--- config.mk ---
export PLATFORM = sky130hd
export DESIGN_NAME = memory_bus_arbiter
export DESIGN_NICKNAME = d
export VERILOG_FILES = /design/src/rtl/memory_bus_arbiter.sv
export SDC_FILE = /design/constraint.sdc
export NUM_CORES = 1
export LEC_CHECK = 0
export CAP_MARGIN = 20
export CORE_AREA = 2 2 173 175
export CTS_CLUSTER_DIAMETER = 120
export DETAILED_ROUTE_END_ITERATION = 7
export DIE_AREA = 0 0 175 177
export HOLD_SLACK_MARGIN = 0.15
export PLACE_DENSITY = 0.69
export SYNTH_ARGS = -nofsm -noshare
export SYNTH_HDL_FRONTEND = slang
export SYNTH_SLANG_ARGS = --single-unit
--- constraint.sdc ---
create_clock -name clk -period 2.7 [get_ports clk]
set_input_delay 0.54 -clock clk [delete_from_list [all_inputs] [get_ports clk]]
set_output_delay 0.54 -clock clk [all_outputs]
set_load 0.05 [all_outputs]
--- src/rtl/memory_bus_arbiter.sv ---
// Two-port round-robin arbiter in front of a single memory request/response channel.
// Optional response watchdog: define MEMORY_BUS_ARBITER_TIMEOUT_EN.
module memory_bus_arbiter #(
    parameter int ADDR_W    = 32,
    parameter int PAYLOAD_W = 64,
    parameter int SRC_W     = 4
) (
    input  logic                 clk,
    input  logic                 reset_n,
    input  logic [1:0]           rq_busy,
    input  logic [1:0]           rq_type0,
    input  logic [1:0]           rq_type1,
    input  logic [SRC_W-1:0]     rq_src0,
    input  logic [SRC_W-1:0]     rq_src1,
    input  logic [ADDR_W-1:0]    rq_addr0,
    input  logic [ADDR_W-1:0]    rq_addr1,
    input  logic [PAYLOAD_W-1:0] rq_payload0,
    input  logic [PAYLOAD_W-1:0] rq_payload1,
    output logic [1:0]           rq_take,
    output logic                 mem_req_busy,
    output logic [1:0]           mem_req_type,
    output logic [SRC_W-1:0]     mem_req_src,
    output logic [ADDR_W-1:0]    mem_req_addr,
    output logic [PAYLOAD_W-1:0] mem_req_payload,
    input  logic                 mem_req_taken,
    input  logic                 mem_rsp_busy,
    input  logic [PAYLOAD_W-1:0] mem_rsp_payload,
    output logic                 mem_rsp_take,
    output logic [1:0]           rsp_busy,
    output logic [PAYLOAD_W-1:0] rsp_payload,
    input  logic [1:0]           rsp_take,
    output logic                 timeout_err
);

    typedef enum logic [1:0] {
        IDLE     = 2'd0,
        ISSUE    = 2'd1,
        WAIT_RSP = 2'd2,
        DELIVER  = 2'd3
    } state_e;

    localparam logic [1:0] TYPE_READ_DATA = 2'd0;

    state_e               state_q, state_d;
    logic                 grant_q, grant_d;
    logic                 win_s;
    logic [1:0]           rq_take_q, rq_take_d;
    logic                 mem_req_busy_q, mem_req_busy_d;
    logic [1:0]           mem_req_type_q, mem_req_type_d;
    logic [SRC_W-1:0]     mem_req_src_q, mem_req_src_d;
    logic [ADDR_W-1:0]    mem_req_addr_q, mem_req_addr_d;
    logic [PAYLOAD_W-1:0] mem_req_payload_q, mem_req_payload_d;
    logic                 mem_rsp_take_q, mem_rsp_take_d;
    logic [1:0]           rsp_busy_q, rsp_busy_d;
    logic [PAYLOAD_W-1:0] rsp_payload_q, rsp_payload_d;
`ifdef MEMORY_BUS_ARBITER_TIMEOUT_EN
    logic [7:0]           wait_cnt_q, wait_cnt_d;
    logic                 timeout_err_q, timeout_err_d;
`endif

    // Round-robin pick: on a tie the port not granted last wins.
    always_comb begin
        if (rq_busy == 2'b11) begin
            win_s = ~grant_q;
        end else if (rq_busy[1]) begin
            win_s = 1'b1;
        end else begin
            win_s = 1'b0;
        end
    end

    // Next-state and next-output computation for the transaction FSM.
    always_comb begin
        state_d           = state_q;
        grant_d           = grant_q;
        rq_take_d         = 2'b00;
        mem_req_busy_d    = mem_req_busy_q;
        mem_req_type_d    = mem_req_type_q;
        mem_req_src_d     = mem_req_src_q;
        mem_req_addr_d    = mem_req_addr_q;
        mem_req_payload_d = mem_req_payload_q;
        mem_rsp_take_d    = 1'b0;
        rsp_busy_d        = rsp_busy_q;
        rsp_payload_d     = rsp_payload_q;
`ifdef MEMORY_BUS_ARBITER_TIMEOUT_EN
        wait_cnt_d        = wait_cnt_q;
        timeout_err_d     = timeout_err_q;
`endif
        case (state_q)
            IDLE: begin
                if (rq_busy != 2'b00) begin
                    grant_d        = win_s;
                    rq_take_d      = win_s ? 2'b10 : 2'b01;
                    mem_req_busy_d = 1'b1;
                    state_d        = ISSUE;
                    if (win_s) begin
                        mem_req_type_d    = rq_type1;
                        mem_req_src_d     = rq_src1;
                        mem_req_addr_d    = rq_addr1;
                        mem_req_payload_d = rq_payload1;
                    end else begin
                        mem_req_type_d    = rq_type0;
                        mem_req_src_d     = rq_src0;
                        mem_req_addr_d    = rq_addr0;
                        mem_req_payload_d = rq_payload0;
                    end
                end else begin
                    state_d = IDLE;
                end
            end
            ISSUE: begin
                if (mem_req_taken) begin
                    mem_req_busy_d = 1'b0;
`ifdef MEMORY_BUS_ARBITER_TIMEOUT_EN
                    wait_cnt_d     = 8'd0;
`endif
                    if (mem_req_type_q == TYPE_READ_DATA) begin
                        state_d = WAIT_RSP;
                    end else begin
                        state_d = IDLE;
                    end
                end else begin
                    state_d = ISSUE;
                end
            end
            WAIT_RSP: begin
                if (mem_rsp_busy) begin
                    mem_rsp_take_d = 1'b1;
                    rsp_payload_d  = mem_rsp_payload;
                    rsp_busy_d     = grant_q ? 2'b10 : 2'b01;
                    state_d        = DELIVER;
                end else begin
`ifdef MEMORY_BUS_ARBITER_TIMEOUT_EN
                    // 255th silent cycle abandons the read without a response.
                    if (wait_cnt_q == 8'd254) begin
                        timeout_err_d = 1'b1;
                        state_d       = IDLE;
                    end else begin
                        wait_cnt_d = wait_cnt_q + 8'd1;
                    end
`else
                    state_d = WAIT_RSP;
`endif
                end
            end
            DELIVER: begin
                if (rsp_take[grant_q]) begin
                    rsp_busy_d = 2'b00;
                    state_d    = IDLE;
                end else begin
                    state_d = DELIVER;
                end
            end
            default: begin
                state_d = IDLE;
            end
        endcase
    end

    // State and registered outputs; last-grant resets to port 1 so port 0 wins the first tie.
    always_ff @(posedge clk or negedge reset_n) begin
        if (!reset_n) begin
            state_q           <= IDLE;
            grant_q           <= 1'b1;
            rq_take_q         <= 2'b00;
            mem_req_busy_q    <= 1'b0;
            mem_req_type_q    <= 2'd0;
            mem_req_src_q     <= '0;
            mem_req_addr_q    <= '0;
            mem_req_payload_q <= '0;
            mem_rsp_take_q    <= 1'b0;
            rsp_busy_q        <= 2'b00;
            rsp_payload_q     <= '0;
`ifdef MEMORY_BUS_ARBITER_TIMEOUT_EN
            wait_cnt_q        <= 8'd0;
            timeout_err_q     <= 1'b0;
`endif
        end else begin
            state_q           <= state_d;
            grant_q           <= grant_d;
            rq_take_q         <= rq_take_d;
            mem_req_busy_q    <= mem_req_busy_d;
            mem_req_type_q    <= mem_req_type_d;
            mem_req_src_q     <= mem_req_src_d;
            mem_req_addr_q    <= mem_req_addr_d;
            mem_req_payload_q <= mem_req_payload_d;
            mem_rsp_take_q    <= mem_rsp_take_d;
            rsp_busy_q        <= rsp_busy_d;
            rsp_payload_q     <= rsp_payload_d;
`ifdef MEMORY_BUS_ARBITER_TIMEOUT_EN
            wait_cnt_q        <= wait_cnt_d;
            timeout_err_q     <= timeout_err_d;
`endif
        end
    end

    assign rq_take         = rq_take_q;
    assign mem_req_busy    = mem_req_busy_q;
    assign mem_req_type    = mem_req_type_q;
    assign mem_req_src     = mem_req_src_q;
    assign mem_req_addr    = mem_req_addr_q;
    assign mem_req_payload = mem_req_payload_q;
    assign mem_rsp_take    = mem_rsp_take_q;
    assign rsp_busy        = rsp_busy_q;
    assign rsp_payload     = rsp_payload_q;
`ifdef MEMORY_BUS_ARBITER_TIMEOUT_EN
    assign timeout_err     = timeout_err_q;
`else
    assign timeout_err     = 1'b0;
`endif

endmodule

==> results of run 1 <==
-- cell type report --
cell class | instances | area share [%]
Antenna cell | 2 | 0.0374
Clock inverter | 9 | 1.01
Sequential cell | 175 | 32.7
Inverter | 1 | 0.0281
Timing Repair Buffer | 467 | 35.3
Clock buffer | 22 | 3.47
Multi-Input combinational cell | 423 | 23.7
Tap cell | 390 | 3.65
-- through the flow --
stage | cell area [um2] | worst slack (ns)
global placement | 12800 | 0.326
CTS | 13400 | 0.441
floorplan | 7760 | 0.864
detailed placement | 12800 | 0.294
global route | 13400 | 0.434
finish | 13400 | 0.485
-- Yosys cell counts --
master / number / area share (%)
buf_2: 12 / 0.77
nand3b_1: 1 / 0.097
o21ai_1: 1 / 0.064
nand3_1: 1 / 0.064
a31oi_1: 2 / 0.16
nand2_1: 199 / 9.6
nor2_1: 5 / 0.24
mux2_1: 58 / 8.4
mux2_2: 146 / 21
inv_1: 1 / 0.048
nand4_1: 1 / 0.081
clkbuf_1: 16 / 0.77
o22ai_1: 1 / 0.081
mux2i_1: 1 / 0.13
a21oi_1: 1 / 0.064
nor2b_1: 1 / 0.081
conb_1: 1 / 0.048
buf_4: 1 / 0.097
o21ai_0: 2 / 0.13
buf_6: 7 / 1.0
nor3_1: 1 / 0.064
buf_1: 3 / 0.15
a21bo_1: 1 / 0.13
dfrtp_1: 174 / 56
clkbuf_2: 1 / 0.064
dfstp_2: 1 / 0.34
-- logic make-up after synthesis --
group,Yosys count
flip-flops,175
multiplexers,205
buffers and inverters,41
AO/OA/AOI/OAI,8
AND/OR/NAND/NOR,209
other,1
-- flip-flops by register name (all words and copies together), names as in the netlist --
signal	flops
mem_req_payload	64
rsp_payload	64
mem_req_addr	32
mem_req_src	4
mem_req_type	2
rq_take	2
rsp_busy	2
state_q	2
grant_q	1
mem_req_busy	1
mem_rsp_take	1
-- worst paths after layout --
kind,startpoint,to,depth (start not counted)
worst max-delay path,rsp_busy[1],rsp_busy[1],1
worst max register to register,grant_q,mem_req_addr[1],4
worst min-delay path,rsp_payload[54],rsp_payload[54],2
worst min register to register,rsp_payload[54],rsp_payload[54],2
max in group asynchronous,reset_n,rsp_payload[62],3
min in group asynchronous,reset_n,mem_req_payload[16],2
-- where the power goes --
| part | total [W] | internal [W] | switching (W) |
|---|---|---|---|
| Clock | 0.00257 | 0.00150 | 0.00107 |
| Combinational | 0.0103 | 0.00390 | 0.00644 |
| Sequential | 0.00458 | 0.00392 | 0.000666 |
| Total | 0.0175 | 0.00932 | 0.00817 |
-- layer usage --
| layer | global-route usage (%) | routed length, um |
|---|---|---|
| met3 | 6.19 | 2240 |
| met2 | 26.4 | 12200 |
| met4 | 5.35 | 549 |
| met5 | 0 | 0 |
| met1 | 19.1 | 10100 |
==> run metrics, run 1 <==
vias after detailed routing=6,408; Register Area=4380 um2; Tmin final=2.21 ns; CP max stage delay=0.85 ns; Die Area=31,000 um2; TritonCTS Buffers=17; most common cell after layout, fill and taps aside=clkdlybuf4s50_1; post-synthesis mux area share=29.7%; Layout Nets=1,361; Core Area=29,200 um2; grt total ovfl=0; largest net degree at the start of global routing=81; Die Y=177 um; Max Fclk=0.452 GHz; Post-Syn Nets=915; clock transition at the registers of the reported paths=0.06 ns; Total Power=0.0175 W; cts-stage hold buffer count=1; vias in the first global route=6,729; Adder-Cell Fraction of Synth Area=0%; first-pass GRT wire length=38.2 mm; Synth cell types=26; post-CTS setup buffer count=0; setup tns final=0 ns; main combinational cell family by area after synthesis=multiplexers; crit start category=flop; # Max-Cap Violations=0; layout cells sized above 1=18.0%; final core utilization=45.7%; total track usage=16.0%; Critical Path RT=2.16 ns; largest fanout on the critical path=2; Initial Util=26.5%; WL/cell=16.9 um; PortBufs=447; Max Buffers Root-to-Sink=2; Final Hold Fails=0; worst skew pair latency=0.42 ns; Clock Skews=0.0110 ns; Synth Area in Compound Gates=0.629%; post-CTS sizing=0; syn avg cell area=12.1 um2; outcome=finished clean; worst hold path type=flop to flop; multi-input logic area=3170 um2; CP top delay family=buffers and inverters; Post-Synthesis Cells=639; area share of and/or/nand/nor cells after synthesis=10.3%; Synth Register Bits=175; Worst path slowest cell=clkdlybuf4s50_1; DRC Markers=0; CP Capture Type=output port; synthesized area=7760 um2; initial antenna violation count=2; area grow syn2layout=72.3%; number of synthesis warnings=0; relative slew slack=57.7%; Worst Path Buf+Inv=1; row cnt=63; Root Driver=clkbuf_16; PD cells=1310 nW/um2; non-filler cells in the finished layout=1,489; commonest cells after routing, fill and taps aside=clkdlybuf4s50_1, nand2_1, dfrtp_1; Pleak=5.71 nW; worst vdd ir=0.648 mV; dpl hpwl=19.2 mm; register area share after synthesis=56.4%; post-route clock period utilization=82.0%; crit path DAT=1.67 ns; 1st-pass router iterations=4; GPL Wtd Cong=0.787; Synth Area in XOR/XNOR=0%; final wirelength=25.1 mm; clock sinks=175; final setup vio count=0; Cell Chain, Critical Path=clkdlybuf4s50_1; drt initial violations=191; placed cell count=1,455; internal reg-to-reg setup slack=0.80 ns; Worst-Margin Slew=0.632 ns; setup repair after global routing missed its margin=no; number of H-tree levels=4; # IOs=449; Detail Route Antenna Nets=0; Filler Cells Inserted=2,681; Die Wd=175 um; hold slack final=0.472 ns; Setup CP Type=flop to output port; TritonCTS clock tree=yes; max-slew violation count=0; Vias/cell=4.30
(Power assumes the default switching activity.)
==> run 2: changes to the inputs <==
--- a/config.mk
+++ b/config.mk
@@ -6,10 +6,10 @@
 export NUM_CORES = 1
 export LEC_CHECK = 0
 export CAP_MARGIN = 20
-export CORE_AREA = 2 2 173 175
+export CORE_AREA = 2 2 176 178
 export CTS_CLUSTER_DIAMETER = 120
 export DETAILED_ROUTE_END_ITERATION = 7
-export DIE_AREA = 0 0 175 177
+export DIE_AREA = 0 0 178 180
 export HOLD_SLACK_MARGIN = 0.15
 export PLACE_DENSITY = 0.69
 export SYNTH_ARGS = -nofsm -noshare
==> constraint.sdc (replaced) <==
create_clock -name clk -period 1.9 [get_ports clk]
set_input_delay 0.38 -clock clk [delete_from_list [all_inputs] [get_ports clk]]
set_output_delay 0.38 -clock clk [all_outputs]
set_load 0.05 [all_outputs]
==> run 2 against run 1 <==
  * Worst setup slack got worse by 0.36 ns
  * Via count increased by 1.2%
  * Total power increased by 38%
  * Sequential share of layout area increased by 0.25 points
  * Clock power increased by 41%
  * Non-clock buffer count increased by 24
  * Sequential power increased by 42%
  * Largest power group unchanged
  * Highest routed layer unchanged
==> run metrics, run 2 (synthesized netlist as in run 1, its figures left out) <==
Total Power=0.0242 W (was 0.0175 W); M1 WL=9.99 mm (was 10.1 mm); commonest cells after routing, fill and taps aside=clkdlybuf4s50_1, nand2_1, dfrtp_1 (unchanged); crit start category=flop (unchanged); Initial Util=25.7% (was 26.5%); met3 wire len=2.23 mm (was 2.24 mm); Setup CP Type=flop to flop (was flop to output port); non-filler cells in the finished layout=1,520 (was 1,489); TritonCTS Buffers=17 (unchanged); setup tns final=0 ns (unchanged); Clock Skews=0.0157 ns (was 0.0110 ns); first-pass GRT wire length=38.8 mm (was 38.2 mm); Filler Cells Inserted=2,846 (was 2,681); worst hold path type=flop to flop (unchanged); DR top layer=met4 (unchanged); # Max-Cap Violations=0 (unchanged); relative slew slack=60.7% (was 57.7%); # IOs=449 (unchanged); Final Hold Fails=0 (unchanged); DRC Markers=0 (unchanged); Final WS setup=0.130 ns (was 0.485 ns); clock sinks=175 (unchanged); Worst-Margin Slew=0.590 ns (was 0.632 ns); Worst path most repeated cell=mux2_2; worst skew pair latency=0.43 ns (was 0.42 ns); Max Fclk=0.565 GHz; Tmin final=1.77 ns; CP max stage delay=0.54 ns (was 0.85 ns); final wirelength=25.5 mm (was 25.1 mm); clock transition at the registers of the reported paths=0.07 ns (was 0.06 ns); Layout Nets=1,385 (was 1,361); placed cell count=1,485 (was 1,455); Root Driver=clkbuf_16 (unchanged); PortBufs=447 (unchanged); PD cells=1820 nW/um2 (was 1310 nW/um2); max-slew violation count=0 (unchanged); met2 wire length=12.9 mm (was 12.2 mm); 1st-pass router iterations=6 (was 4); final setup vio count=0 (unchanged); worst vdd ir=1.05 mV (was 0.648 mV); Register-to-Register Path Depth=4 (unchanged); Pleak=6.10 nW (was 5.71 nW); post-CTS setup buffer count=0 (unchanged); largest fanout on the critical path=38 (was 2); row cnt=64 (was 63); CP Capture Type=flop (was output port); vias in the first global route=6,899 (was 6,729); Max Buffers Root-to-Sink=2 (unchanged); Die Area=32,000 um2 (was 31,000 um2); dpl hpwl=19.7 mm (was 19.2 mm); Core Area=30,200 um2 (was 29,200 um2); number of H-tree levels=4 (unchanged); outcome=finished clean (unchanged); placed cell area=12,700 um2 (was 12,800 um2); Cell Chain, Critical Path=a21bo_4, buf_12, mux2_2, mux2_2 (was clkdlybuf4s50_1); fin area=13,300 um2 (was 13,400 um2); Die Y=180 um (was 177 um); post-route clock period utilization=93.1%; Die Wd=178 um (was 175 um); setup repair after global routing missed its margin=no (unchanged); most common cell after layout, fill and taps aside=clkdlybuf4s50_1 (unchanged); crit path DAT=2.08 ns (was 1.67 ns); initial antenna violation count=2 (unchanged); Detail Route Antenna Nets=0 (unchanged); drt initial violations=157 (was 191); Critical Path RT=2.21 ns (was 2.16 ns); WHS Path Cells=2 (unchanged); vias after detailed routing=6,486 (was 6,408); layout cells sized above 1=29.9% (was 18.0%); Worst path slowest cell=dfstp_2 (was clkdlybuf4s50_1); TritonCTS clock tree=yes (unchanged); total track usage=15.7% (was 16.0%); area grow syn2layout=71.0% (was 72.3%); GPL Wtd Cong=0.819 (was 0.787); largest net degree at the start of global routing=52 (was 81); grt total ovfl=0 (unchanged); Setup WS pre-CTS=-0.264 ns (was 0.294 ns); WL/cell=16.8 um (was 16.9 um); Vias/cell=4.27 (was 4.30)
run 2: cell types whose count changed in the layout (fill, tap and decap cells not counted), moves of 2 or more:
| cell | previous run | this run |
|---|---|---|
| inv_6 | 0 | 3 |
| dlygate4sd2_1 | 0 | 61 |
| clkdlybuf4s50_1 | 446 | 274 |
| clkbuf_1 | 3 | 1 |
| buf_12 | 8 | 13 |
| clkinvlp_4 | 3 | 1 |
| buf_4 | 11 | 141 |
run 2: metrics by stage:
step,util [%],hold WS (ns)
global placement,42.2,0.403
global route,44.0,0.449
floorplan,-,0.0844
finish,44.0,0.467
detailed placement,42.2,0.407
CTS,44.0,0.441
run 2: layout make-up:
class | instances | area [um2] | area share [%]
clock inverters | 11 | 130 | 0.980
flip-flops and latches | 175 | 4380 | 33.0
inverters | 1 | 3.75 | 0.0283
clock buffers | 21 | 470 | 3.54
well taps | 396 | 495 | 3.73
diodes | 2 | 5.00 | 0.0377
multi-input cells | 423 | 3170 | 23.9
repair buffers | 491 | 4620 | 34.8
run 2: timing repair:
item,CTS,global route
setup endpoints to repair,61,0
endpoints found under the hold margin,37,0
gates resized for setup,61,0
hold buffers,1,0
run 2: path summary, 6_finish.rpt:
kind / from / to / slack, ns
setup / recovery: grant_q / mem_req_payload[61] / 0.13
setup reg to reg: grant_q / mem_req_payload[61] / 0.13
hold / removal: rsp_payload[29] / rsp_payload[29] / 0.47
hold reg to reg: rsp_payload[29] / rsp_payload[29] / 0.47
min in group asynchronous: reset_n / mem_req_payload[30] / 0.50
max in group asynchronous: reset_n / grant_q / 0.74
run 2: report_power, final:
part / switching [W] / internal (W) / total, W
clock: 0.00157 / 0.00206 / 0.00363
combinational: 0.00921 / 0.00487 / 0.0141
sequential: 0.000937 / 0.00557 / 0.00650
run 2: critical path, delay by kind of cell, from the launching register on:
family | cells | cell delay [ns]
flip-flops | 1 | 0.54
buffers and inverters | 1 | 0.25
multiplexers | 2 | 0.62
AO/OA/AOI/OAI | 1 | 0.22
run 2: layer usage:
layer	track usage, %	up-vias
met1	18.0	3130
met4	4.75	0
met3	4.93	23
met5	0	-
li1	-	3074
met2	27.7	259
==> run 3: changes to the inputs <==
--- a/config.mk
+++ b/config.mk
@@ -12,6 +12,7 @@
 export DIE_AREA = 0 0 178 180
 export HOLD_SLACK_MARGIN = 0.15
 export PLACE_DENSITY = 0.69
+export SKIP_LAST_GASP = 1
 export SYNTH_ARGS = -nofsm -noshare
 export SYNTH_HDL_FRONTEND = slang
 export SYNTH_SLANG_ARGS = --single-unit
==> results of run 3 <==
Final layout, timing and power as in run 2 (identical DEF).
